`src/rtl/mem_port_arbiter_pkg.sv`:
```
// mem_arb_pkg: shared types and reset constants for mem_port_arbiter.
//   arb_state_t : arbiter FSM state (IDLE, BUSY_D, BUSY_I)
//   grant_t     : which core port owned the most recent bus grant
package mem_arb_pkg;

    typedef enum logic [1:0] {
        IDLE,
        BUSY_D,
        BUSY_I
    } arb_state_t;

    typedef enum logic {
        GRANT_I,
        GRANT_D
    } grant_t;

    // Reset values. Starting last_grant at I means the first contended
    // grant after reset goes to the data port.
    localparam arb_state_t STATE_RST      = IDLE;
    localparam grant_t     LAST_GRANT_RST = GRANT_I;
    localparam logic       BUS_REQ_RST    = 1'b0;
    localparam logic       BUS_WE_RST     = 1'b0;
    localparam logic       VALID_RST      = 1'b0;

endpackage

```
`src/rtl/mem_port_arbiter_if.sv`:
```
// mem_port_arbiter_if: shared single-port memory bus.
//   bus_req/bus_we/bus_addr/bus_wdata : request, driven by the arbiter
//   bus_ready                         : transaction completes this cycle
//   bus_rdata                         : read data, valid with bus_ready
// Modports: master (arbiter side), slave (memory/flash controller side).
interface mem_port_arbiter_if #(
    parameter int ADDR_W = 32,
    parameter int DATA_W = 32
);
    logic              bus_req;
    logic              bus_we;
    logic [ADDR_W-1:0] bus_addr;
    logic [DATA_W-1:0] bus_wdata;
    logic              bus_ready;
    logic [DATA_W-1:0] bus_rdata;

    modport master (
        output bus_req, bus_we, bus_addr, bus_wdata,
        input  bus_ready, bus_rdata
    );

    modport slave (
        input  bus_req, bus_we, bus_addr, bus_wdata,
        output bus_ready, bus_rdata
    );
endinterface

```
`src/rtl/mem_port_arbiter.sv`:
```
// mem_port_arbiter: shares one single-port memory bus between the core's
// instruction-fetch port and data port, one transaction at a time.
//   clk, rst_n          : clock, async active-low reset
//   if_req/if_addr      : fetch request (level) and address
//   if_rdata/if_valid   : fetched word (held) and one-cycle completion pulse
//   d_re/d_we           : data read/write request (level)
//   d_addr/d_wdata      : data address / write data
//   d_rdata/d_valid     : read word (held) and one-cycle completion pulse
//   stall               : core must hold its state
//   bus                 : shared bus, master side
// When both ports are pending the grant alternates, so neither starves.
module mem_port_arbiter
    import mem_arb_pkg::*;
#(
    parameter int ADDR_W = 32,
    parameter int DATA_W = 32
) (
    input  logic                clk,
    input  logic                rst_n,
    input  logic                if_req,
    input  logic [ADDR_W-1:0]   if_addr,
    output logic [DATA_W-1:0]   if_rdata,
    output logic                if_valid,
    input  logic                d_re,
    input  logic                d_we,
    input  logic [ADDR_W-1:0]   d_addr,
    input  logic [DATA_W-1:0]   d_wdata,
    output logic [DATA_W-1:0]   d_rdata,
    output logic                d_valid,
    output logic                stall,
    mem_port_arbiter_if.master  bus
);

    arb_state_t state;
    grant_t     last_grant;

    logic d_pend;
    logic i_pend;
    logic grant_d;
    logic grant_i;

    // A port whose valid is high this cycle is retiring its request; the
    // core still holds the old request level, so it must not be re-granted.
    always_comb begin
        d_pend  = (d_re | d_we) & ~d_valid;
        i_pend  = if_req & ~if_valid;
        stall   = d_pend | i_pend;
        grant_d = d_pend & (~i_pend | (last_grant == GRANT_I));
        grant_i = i_pend & ~grant_d;
    end

    always_ff @(posedge clk or negedge rst_n) begin
        if (!rst_n) begin
            state         <= STATE_RST;
            last_grant    <= LAST_GRANT_RST;
            bus.bus_req   <= BUS_REQ_RST;
            bus.bus_we    <= BUS_WE_RST;
            bus.bus_addr  <= '0;
            bus.bus_wdata <= '0;
            if_valid      <= VALID_RST;
            d_valid       <= VALID_RST;
            if_rdata      <= '0;
            d_rdata       <= '0;
        end else begin
            if_valid <= 1'b0;
            d_valid  <= 1'b0;
            case (state)
                IDLE: begin
                    if (grant_d) begin
                        state         <= BUSY_D;
                        last_grant    <= GRANT_D;
                        bus.bus_req   <= 1'b1;
                        bus.bus_we    <= d_we;  // write wins over read
                        bus.bus_addr  <= d_addr;
                        bus.bus_wdata <= d_wdata;
                    end else if (grant_i) begin
                        state         <= BUSY_I;
                        last_grant    <= GRANT_I;
                        bus.bus_req   <= 1'b1;
                        bus.bus_we    <= 1'b0;
                        bus.bus_addr  <= if_addr;
                    end
                end
                BUSY_D: begin
                    if (bus.bus_ready) begin
                        state       <= IDLE;
                        bus.bus_req <= 1'b0;
                        d_valid     <= 1'b1;
                        if (!bus.bus_we)
                            d_rdata <= bus.bus_rdata;
                    end
                end
                BUSY_I: begin
                    if (bus.bus_ready) begin
                        state       <= IDLE;
                        bus.bus_req <= 1'b0;
                        if_valid    <= 1'b1;
                        if_rdata    <= bus.bus_rdata;
                    end
                end
                default: state <= IDLE;
            endcase
        end
    end

endmodule

```
`src/flat_wrapper.sv`:
```
// flat-port wrapper written by rule: the top's interface ports become plain ports
module mem_port_arbiter_flat import mem_arb_pkg::*;
#(
    parameter int ADDR_W = 32,
    parameter int DATA_W = 32
)
  (clk, rst_n, if_req, if_addr, if_rdata, if_valid, d_re, d_we, d_addr, d_wdata, d_rdata, d_valid, stall, bus_bus_req, bus_bus_we, bus_bus_addr, bus_bus_wdata, bus_bus_ready, bus_bus_rdata);
  mem_port_arbiter_if #(.ADDR_W(ADDR_W), .DATA_W(DATA_W)) bus_i ();
  input  logic clk;
  input  logic rst_n;
  input  logic if_req;
  input  logic [ADDR_W-1:0] if_addr;
  output logic [DATA_W-1:0] if_rdata;
  output logic if_valid;
  input  logic d_re;
  input  logic d_we;
  input  logic [ADDR_W-1:0] d_addr;
  input  logic [DATA_W-1:0] d_wdata;
  output logic [DATA_W-1:0] d_rdata;
  output logic d_valid;
  output logic stall;
  output wire logic [$bits(bus_i.bus_req)-1:0] bus_bus_req;
  output wire logic [$bits(bus_i.bus_we)-1:0] bus_bus_we;
  output wire logic [$bits(bus_i.bus_addr)-1:0] bus_bus_addr;
  output wire logic [$bits(bus_i.bus_wdata)-1:0] bus_bus_wdata;
  input wire logic [$bits(bus_i.bus_ready)-1:0] bus_bus_ready;
  input wire logic [$bits(bus_i.bus_rdata)-1:0] bus_bus_rdata;
  assign bus_bus_req = bus_i.bus_req;
  assign bus_bus_we = bus_i.bus_we;
  assign bus_bus_addr = bus_i.bus_addr;
  assign bus_bus_wdata = bus_i.bus_wdata;
  assign bus_i.bus_ready = bus_bus_ready;
  assign bus_i.bus_rdata = bus_bus_rdata;
  mem_port_arbiter #(.ADDR_W(ADDR_W), .DATA_W(DATA_W)) u_core (.clk(clk), .rst_n(rst_n), .if_req(if_req), .if_addr(if_addr), .if_rdata(if_rdata), .if_valid(if_valid), .d_re(d_re), .d_we(d_we), .d_addr(d_addr), .d_wdata(d_wdata), .d_rdata(d_rdata), .d_valid(d_valid), .stall(stall), .bus(bus_i));
endmodule
```
`config.mk`:
```
export PLATFORM = sky130hd
export DESIGN_NAME = mem_port_arbiter_flat
export DESIGN_NICKNAME = d
export VERILOG_FILES = /design/src/rtl/mem_port_arbiter_pkg.sv /design/src/rtl/mem_port_arbiter_if.sv /design/src/rtl/mem_port_arbiter.sv /design/src/flat_wrapper.sv
export SDC_FILE = /design/constraint.sdc
export NUM_CORES = 1
export LEC_CHECK = 0
export CAP_MARGIN = 30
export CORE_AREA = 5 5 123 125
export CTS_BUF_LIST = sky130_fd_sc_hd__clkbuf_4
export CTS_CLUSTER_SIZE = 14
export DETAILED_ROUTE_END_ITERATION = 16
export DIE_AREA = 0 0 128 130
export PLACE_DENSITY = 0.79
export REMOVE_ABC_BUFFERS = 1
export SLEW_MARGIN = 30
export SYNTH_ARGS = -nofsm -noshare
export SYNTH_HDL_FRONTEND = slang
export SYNTH_SLANG_ARGS = --single-unit
export TNS_END_PERCENT = 5
```
`constraint.sdc`:
```
create_clock -name clk -period 2.3 [get_ports clk]
set_clock_uncertainty 0.1 [all_clocks]
set_input_delay 0.345 -clock clk [delete_from_list [all_inputs] [get_ports clk]]
set_output_delay 0.345 -clock clk [all_outputs]
set_load 0.01 [all_outputs]
```
==> results of run 1 <==
==> worst max-delay path by stage <==
stage,startpoint,endpoint,slack [ns],cells past startpoint
final,u_core.d_valid,stall,0.26,3
after global routing,u_core.d_valid,stall,0.09,3
after CTS,u_core.d_valid,stall,0.16,3
after detailed placement,d_we,stall,0.11,4
after global placement,d_we,stall,0.11,4
after floorplan,u_core.state[0],u_core.bus.bus_addr[0],-0.11,5
==> power by group through the flow <==
stage                     Sequential, mW  Clock (mW)  Combinational (mW)
after floorplan                     4.74           0                2.10
after global placement              4.19           0                6.05
after detailed placement            4.27           0                6.20
after CTS                           4.24        1.41                6.22
after global routing                4.39        1.51                6.53
final                               4.23        1.34                6.14
==> cells in the final DEF (no fill, tap or decap), types with 2 or more instances in the layout <==
master	n
sky130_fd_sc_hd__a211oi_1	32
sky130_fd_sc_hd__a31oi_1	33
sky130_fd_sc_hd__and3b_1	2
sky130_fd_sc_hd__buf_12	5
sky130_fd_sc_hd__buf_4	12
sky130_fd_sc_hd__clkbuf_4	22
sky130_fd_sc_hd__clkdlybuf4s50_1	264
sky130_fd_sc_hd__clkinv_1	2
sky130_fd_sc_hd__clkinv_2	4
sky130_fd_sc_hd__dfrtp_1	135
sky130_fd_sc_hd__ha_1	4
sky130_fd_sc_hd__inv_1	8
sky130_fd_sc_hd__mux2_2	92
sky130_fd_sc_hd__mux2_4	4
sky130_fd_sc_hd__nand2_1	3
sky130_fd_sc_hd__nand3_1	32
sky130_fd_sc_hd__o21ai_0	34
sky130_fd_sc_hd__o22ai_1	2
==> registers in the layout, indices dropped and copies added (netlist names) <==
register              flops
u_core.bus.bus_req        1
u_core.bus.bus_addr      32
u_core.bus.bus_wdata     32
u_core.bus.bus_we         1
u_core.d_rdata           32
u_core.if_rdata          32
u_core.last_grant         1
u_core.state              2
u_core.if_valid           1
u_core.d_valid            1
==> per-stage QoR <==
step                util, %  cells  area, um2
detailed placement     62.3    858       8580
floorplan                 -    395       5490
global placement       62.3    858       8580
finish                 63.9    888       8810
global route           63.9    888       8810
CTS                    63.9    888       8810
==> kinds of logic (layout without fill, tap and decap cells) <==
family	count (synthesis)	in the layout	share of synthesized area [%]
buffers and inverters	45	321	3.75
adders and majority gates	4	4	0.882
and+or+nand+nor	44	44	4.32
DFF	135	135	59.5
AOI/OAI and AO/OA	108	108	12.2
muxes	96	96	19.3
==> worst max-delay path, cell delays in order (launching register included) <==
cell and delay, ns:
sky130_fd_sc_hd__dfrtp_1 0.43, sky130_fd_sc_hd__o21bai_2 0.26, sky130_fd_sc_hd__nand2_1 0.11, sky130_fd_sc_hd__dlygate4sd2_1 0.29
==> cell type report <==
cell class | count | area (um2) | share of cell area (%)
Clock buffer | 22 | 165 | 1.88
Clock inverter | 7 | 57.6 | 0.654
Inverter | 8 | 30.0 | 0.341
Multi-Input combinational cell | 252 | 2090 | 23.7
Sequential cell | 135 | 3380 | 38.4
Tap cell | 180 | 225 | 2.56
Timing Repair Buffer | 284 | 2860 | 32.5
==> layer usage <==
layer	routed length, um	vias up
li1	-	2133
met1	6500	2339
met2	9050	247
met3	1630	39
met4	410	0
met5	0	-
==> timing repair <==
| item | CTS | global route |
|---|---|---|
| hold buffers | 1 | 0 |
| endpoints found under the hold margin | 44 | 0 |
| gates resized for setup | 1 | 0 |
| setup endpoints to repair | 1 | 0 |
==> summary.md, run 1 <==
| Metric | Value |
|---|---|
| Inserted Clock Buffers | 17 |
| Effective utilization at floorplan | 41.2% |
| Design Power | 11.7 mW |
| Via count of the first global-routing pass | 5124 |
| Number of setup violations in the final report | 0 |
| WP data required | 1.86 ns |
| Post-detailed-route count of antenna-violating nets | 0 |
| HPWL after detailed placement | between 10 and 15 mm |
| Total Neg Setup Slack | 0 ns |
| Share of the synthesized area in the top cell type | between 50% and 60% |
| Register area share after synthesis | 59.5% |
| Cell Int Power | about 7.7 mW |
| Yosys synthesis warning count | 0 |
| Setup slack after layout | 0.264 ns |
| Final max-slew violation count | 0 |
| Met3 routing resource usage after global routing | under 10% |
| Count of different cell masters after synthesis | 29 |
| Post-CTS setup-driven buffer insertion count | 0 |
| Setup slack at placement | 0.113 ns |
| GR Util met1 | around a quarter |
| Flop and latch count out of synthesis | 135 |
| Initial drt markers | ~220 |
| Final Net Count | 836 |
| Combinational cell fraction of total power | a little over half |
| Placeable Area | roughly 14000 um2 |
| Die area | 16600 um2 |
| Area leader, netlist | sky130_fd_sc_hd__dfrtp_1 |
| # port buffers | 266 |
| Fmax | between 400 and 500 MHz |
| Rows | 43 |
| Horizontal extent of the die | 128 um |
| RSZ-0062 raised after global routing | false |
| Met2 layer usage reported by global route | 36.4% |
| Lkg Pwr | 3.61 nW |
| Depth of the CTS H-tree | 4 |
| Count of flip-flops with a built-in enable after synthesis | 0 |
| Share of total power in the clock network | 11.5% |
| Maximum number of pins on one net before global-route repair | 48 |
| Worst hold margin | 0.208 ns |
| Run status | completed |
| Minimum clock period | 2.04 ns |
| Type of the setup path with the least slack | flip-flop to output pin |
| Slew @ Worst Pin | 0.680 ns |
| Primary FF master, synth | sky130_fd_sc_hd__dfrtp_1 |
| Proportion of register bits with asynchronous set or reset after synthesis | 100% |
| Switch share | roughly a third |
| Reg power frac | 36.1% |
| Leading cell type by number of instances after synthesis | sky130_fd_sc_hd__dfrtp_1 |
| CP arrival | approximately 1.6 ns |
| Clock tree from TritonCTS | done |
| Max_slew headroom | 54.7% |
| Critical Path Start Type | flip-flop |
| Largest fanout on the critical path | 6 |
| Net Switching | 4.00 mW |
| Remaining design rule violation count | 0 |
| Die Span Y | 130 um |
| Post-synthesis cell count | 432 |
| Via/cell ratio | 5.36 |
| Clock latency on the worst-skew pair | between 0.5 and 0.6 ns |
| Via count of the routed design | 4758 |
| Clock input transition at the sequential cells of the worst setup and hold paths | 0.10 ns |
| First-pass iteration count of the detailed router | 6 |
| Worst flop-to-flop path endpoint | u_core.bus.bus_addr[10] |
| Max-cap violations | 0 |
| CP Capture Type | output pin |
| Number of hold violations in the final report | 0 |
| GRT Util Overall | about a fifth |
| Remaining global-route overflow | 0 |
| Global-route wire length before repair | 27.6 mm |
| CTS Root Cell | sky130_fd_sc_hd__clkbuf_4 |
| Critical register-to-register path startpoint | u_core.state[1] |
| Clock Sinks | 135 |
| Antenna cell count | 0 |
| Depth of the worst register-to-register path | 6 |
| Synth top cells by count | 135 x sky130_fd_sc_hd__dfrtp_1, 92 x sky130_fd_sc_hd__mux2_2, 34 x sky130_fd_sc_hd__o21ai_0 |
| Fraction of layout instances using a drive strength above 1 | about 21% |
| HP Class | input pin to async pin |
| Antenna violations before repair | 0 |
| Average wire per cell in the routed design | 19.8 um |
| Area Growth Syn to Fin | 55.1% |
| Power Density | 1330 nW/um2 |
| Count of pins on the block boundary | 267 |
| Minimum setup slack among reg-to-reg paths | 0.37 ns |
| Final wirelength | 17.6 mm |
| Worst vdd ir | between 0.6 and 0.7 mV |
| Layer with the highest usage | met2 |
| Final Cycle Share | roughly 89% |
| Top cells by area in the synthesized netlist | sky130_fd_sc_hd__dfrtp_1 60%, sky130_fd_sc_hd__mux2_2 18%, sky130_fd_sc_hd__a211oi_1 4.2%, sky130_fd_sc_hd__a31oi_1 3.6%, sky130_fd_sc_hd__o21ai_0 3.0% |
| Synth Cell Area | 5680 um2 |
| GP Congestion | approximately 0.85 |
| Fill cell instance count of the final layout | between 1000 and 1500 |
| Buffers from clock root to sink, at most | 2 |
| Syn Area/Cell | 13.1 um2 |
(Power assumes the default switching activity.)
==> run 2, diff against run 1 <==
CORE_AREA = 5 5 129 131   (was 5 5 123 125)
DIE_AREA = 0 0 134 136   (was 0 0 128 130)
PLACE_DENSITY = 0.76   (was 0.79)
clock period = 1.7 ns   (was 2.3 ns; I/O delays follow)
==> run 2 against run 1 <==
Critical path depth up 3. Global-route usage is 1.9 points lower. Combinational power increased by 31%. Non-clock buffer count rose by 27. Hold slack worse by 0.13 ns. Sequential share of layout area is 1.5 points lower. Via count grew 0.63%. Routed wire length up 3.3%. First-iteration DRC count down 3.2%. Sequential power rose by 33%. Power up 34%. Largest power group unchanged.
==> summary.md, run 2 (synthesis results as in run 1) <==
| Metric | Value |
|---|---|
| Average wire per cell in the routed design | between 15 and 20 um |
| Via count of the first global-routing pass | roughly 5200 |
| Area Growth Syn to Fin | 61.6% |
| Power Density | 1700 nW/um2 |
| Via/cell ratio | 5.16 |
| Number of setup violations in the final report | 0 |
| Top library cells by usage in the layout, fill and taps aside | 135 x sky130_fd_sc_hd__dfrtp_1, 132 x sky130_fd_sc_hd__clkdlybuf4s50_1, 131 x sky130_fd_sc_hd__dlygate4sd2_1 |
| Antenna violations before repair | 0 |
| Final Cycle Share | a little over nine tenths |
| Count of pins on the block boundary | 267 |
| Slew @ Worst Pin | 0.364 ns |
| Depth of the CTS H-tree | 4 |
| Cell count after placement | 886 |
| Cells along the critical path | buf_4 -> buf_4 -> ha_4 -> nand2_8 -> clkbuf_16 -> mux2_2 |
| Clock tree from TritonCTS | done |
| Clock latency on the worst-skew pair | just over 0.5 ns |
| Max-cap violations | 0 |
| Final Net Count | 863 |
| Horizontal extent of the die | 134 um |
| Number of hold violations in the final report | 0 |
| Worst flop-to-flop path endpoint | u_core.if_rdata[5] |
| Die area | 18200 um2 |
| Depth of the worst register-to-register path | 6 |
| Minimum clock period | approximately 1.7 ns |
| GP Congestion | 0.798 |
| Minimum setup slack among reg-to-reg paths | 0.03 ns |
| HPWL after detailed placement | between 10 and 15 mm |
| Global-route wire length before repair | 27.8 mm |
| # port buffers | 266 |
| RSZ-0062 raised after global routing | true |
| Most common library cell in the layout ignoring fill and taps | sky130_fd_sc_hd__dfrtp_1 |
| Run status | completed |
| CP arrival | 1.97 ns |
| Final max-slew violation count | 0 |
| Fmax | 599 MHz |
| Setup slack after layout | 0.0311 ns |
| Worst hold margin | about 0.074 ns |
| Post-detailed-route count of antenna-violating nets | 0 |
| HP Class | input pin to async pin |
| Placeable Area | 15500 um2 |
| Final wirelength | 18.2 mm |
| CP Capture Type | flip-flop |
| Buffers from clock root to sink, at most | 2 |
| Effective utilization at floorplan | 36.7% |
| Setup slack at placement | -0.242 ns |
| WP data required | 2.00 ns |
| Clock input transition at the sequential cells of the worst setup and hold paths | 0.12 ns |
| Final standard cell utilization of the core | 59.3% |
| Antenna cell count | 0 |
| Remaining global-route overflow | 0 |
| Via count of the routed design | 4788 |
| CTS Root Cell | sky130_fd_sc_hd__clkbuf_4 |
| Max_slew headroom | 75.7% |
| Critical Path Start Type | flip-flop |
| Die Span Y | between 100 and 150 um |
| Clock Sinks | 135 |
| Type of the setup path with the least slack | flip-flop to flip-flop |
| Fraction of layout instances using a drive strength above 1 | 25.0% |
| First-pass iteration count of the detailed router | 5 |
| Inserted Clock Buffers | 17 |
| Rows | 46 |
| Initial drt markers | 210 |
| Number of standard cells in the layout, taps in and fillers out | 928 |
| Largest fanout on the critical path | 7 |
| Most prevalent standard cell on the critical path | sky130_fd_sc_hd__buf_4 |
| Critical register-to-register path startpoint | u_core.state[1] |
| Remaining design rule violation count | 0 |
| Slowest cell delay on critical path | around 0.4 ns |
| Lkg Pwr | about 4.0 nW |
| Worst vdd ir | 0.988 mV |
| Maximum number of pins on one net before global-route repair | 53 |
| GRT Util Overall | 19.3% |
| Master of the slowest instance on the critical path | sky130_fd_sc_hd__dfrtp_1 |
-- run 2: final cells by class --
class / count / area (um2)
Inverter: 8 / 30.0
Clock inverter: 12 / 113
Fill cell: 1250 / 6310
Clock buffer: 18 / 135
Tap cell: 192 / 240
Sequential cell: 135 / 3380
Multi-Input combinational cell: 252 / 2180
Timing Repair Buffer: 311 / 3100
-- run 2: timing repair --
action,in CTS,in global routing
hold endpoints to repair,135,0
setup buffers,1,2
gates cloned,0,8
setup endpoints to repair,199,83
hold buffers,1,0
resized for setup,146,22
pin swaps,1,3
-- run 2: stage by stage --
step                TNS, ns  power (mW)  area [um2]
finish                    0        15.6        9180
global route         -0.230        16.7        9180
CTS                  -0.108        15.3        8890
detailed placement   -16.96        14.4        8770
global placement     -15.78        14.1        8770
floorplan            -64.25        9.26        5490
-- run 2: critical path: cells and delay by family (launching register included) --
family	cells	cell delay (ns)
adders and majority gates	1	0.17
buffers and inverters	3	0.45
and+or+nand+nor	1	0.10
muxes	1	0.33
DFF	1	0.41
-- run 2: power by group --
part | switching (mW) | leakage (nW) | internal [mW]
Clock | 1.13 | 0.130 | 0.844
Sequential | 0.811 | 1.58 | 4.83
Combinational | 3.71 | 2.32 | 4.31
Total | 5.66 | 4.03 | 9.99
-- run 2: metal layers --
layer	track usage (%)	routed length [um]	up-vias
li1	-	-	2191
met1	22.2	6910	2346
met2	32.7	9350	227
met3	7.77	1610	24
met4	6.46	295	0
met5	0	0	-
-- run 2: how the worst max path moves through the flow --
stage,start,endpoint,slack [ns],cells after the start
floorplan,u_core.state[0],u_core.bus.bus_addr[0],-0.71,5
global placement,d_we,stall,-0.26,4
detailed placement,d_we,stall,-0.24,4
CTS,u_core.d_valid,stall,-0.11,3
global route,u_core.if_valid,stall,-0.06,3
finish,u_core.state[1],u_core.if_rdata[5],0.03,6
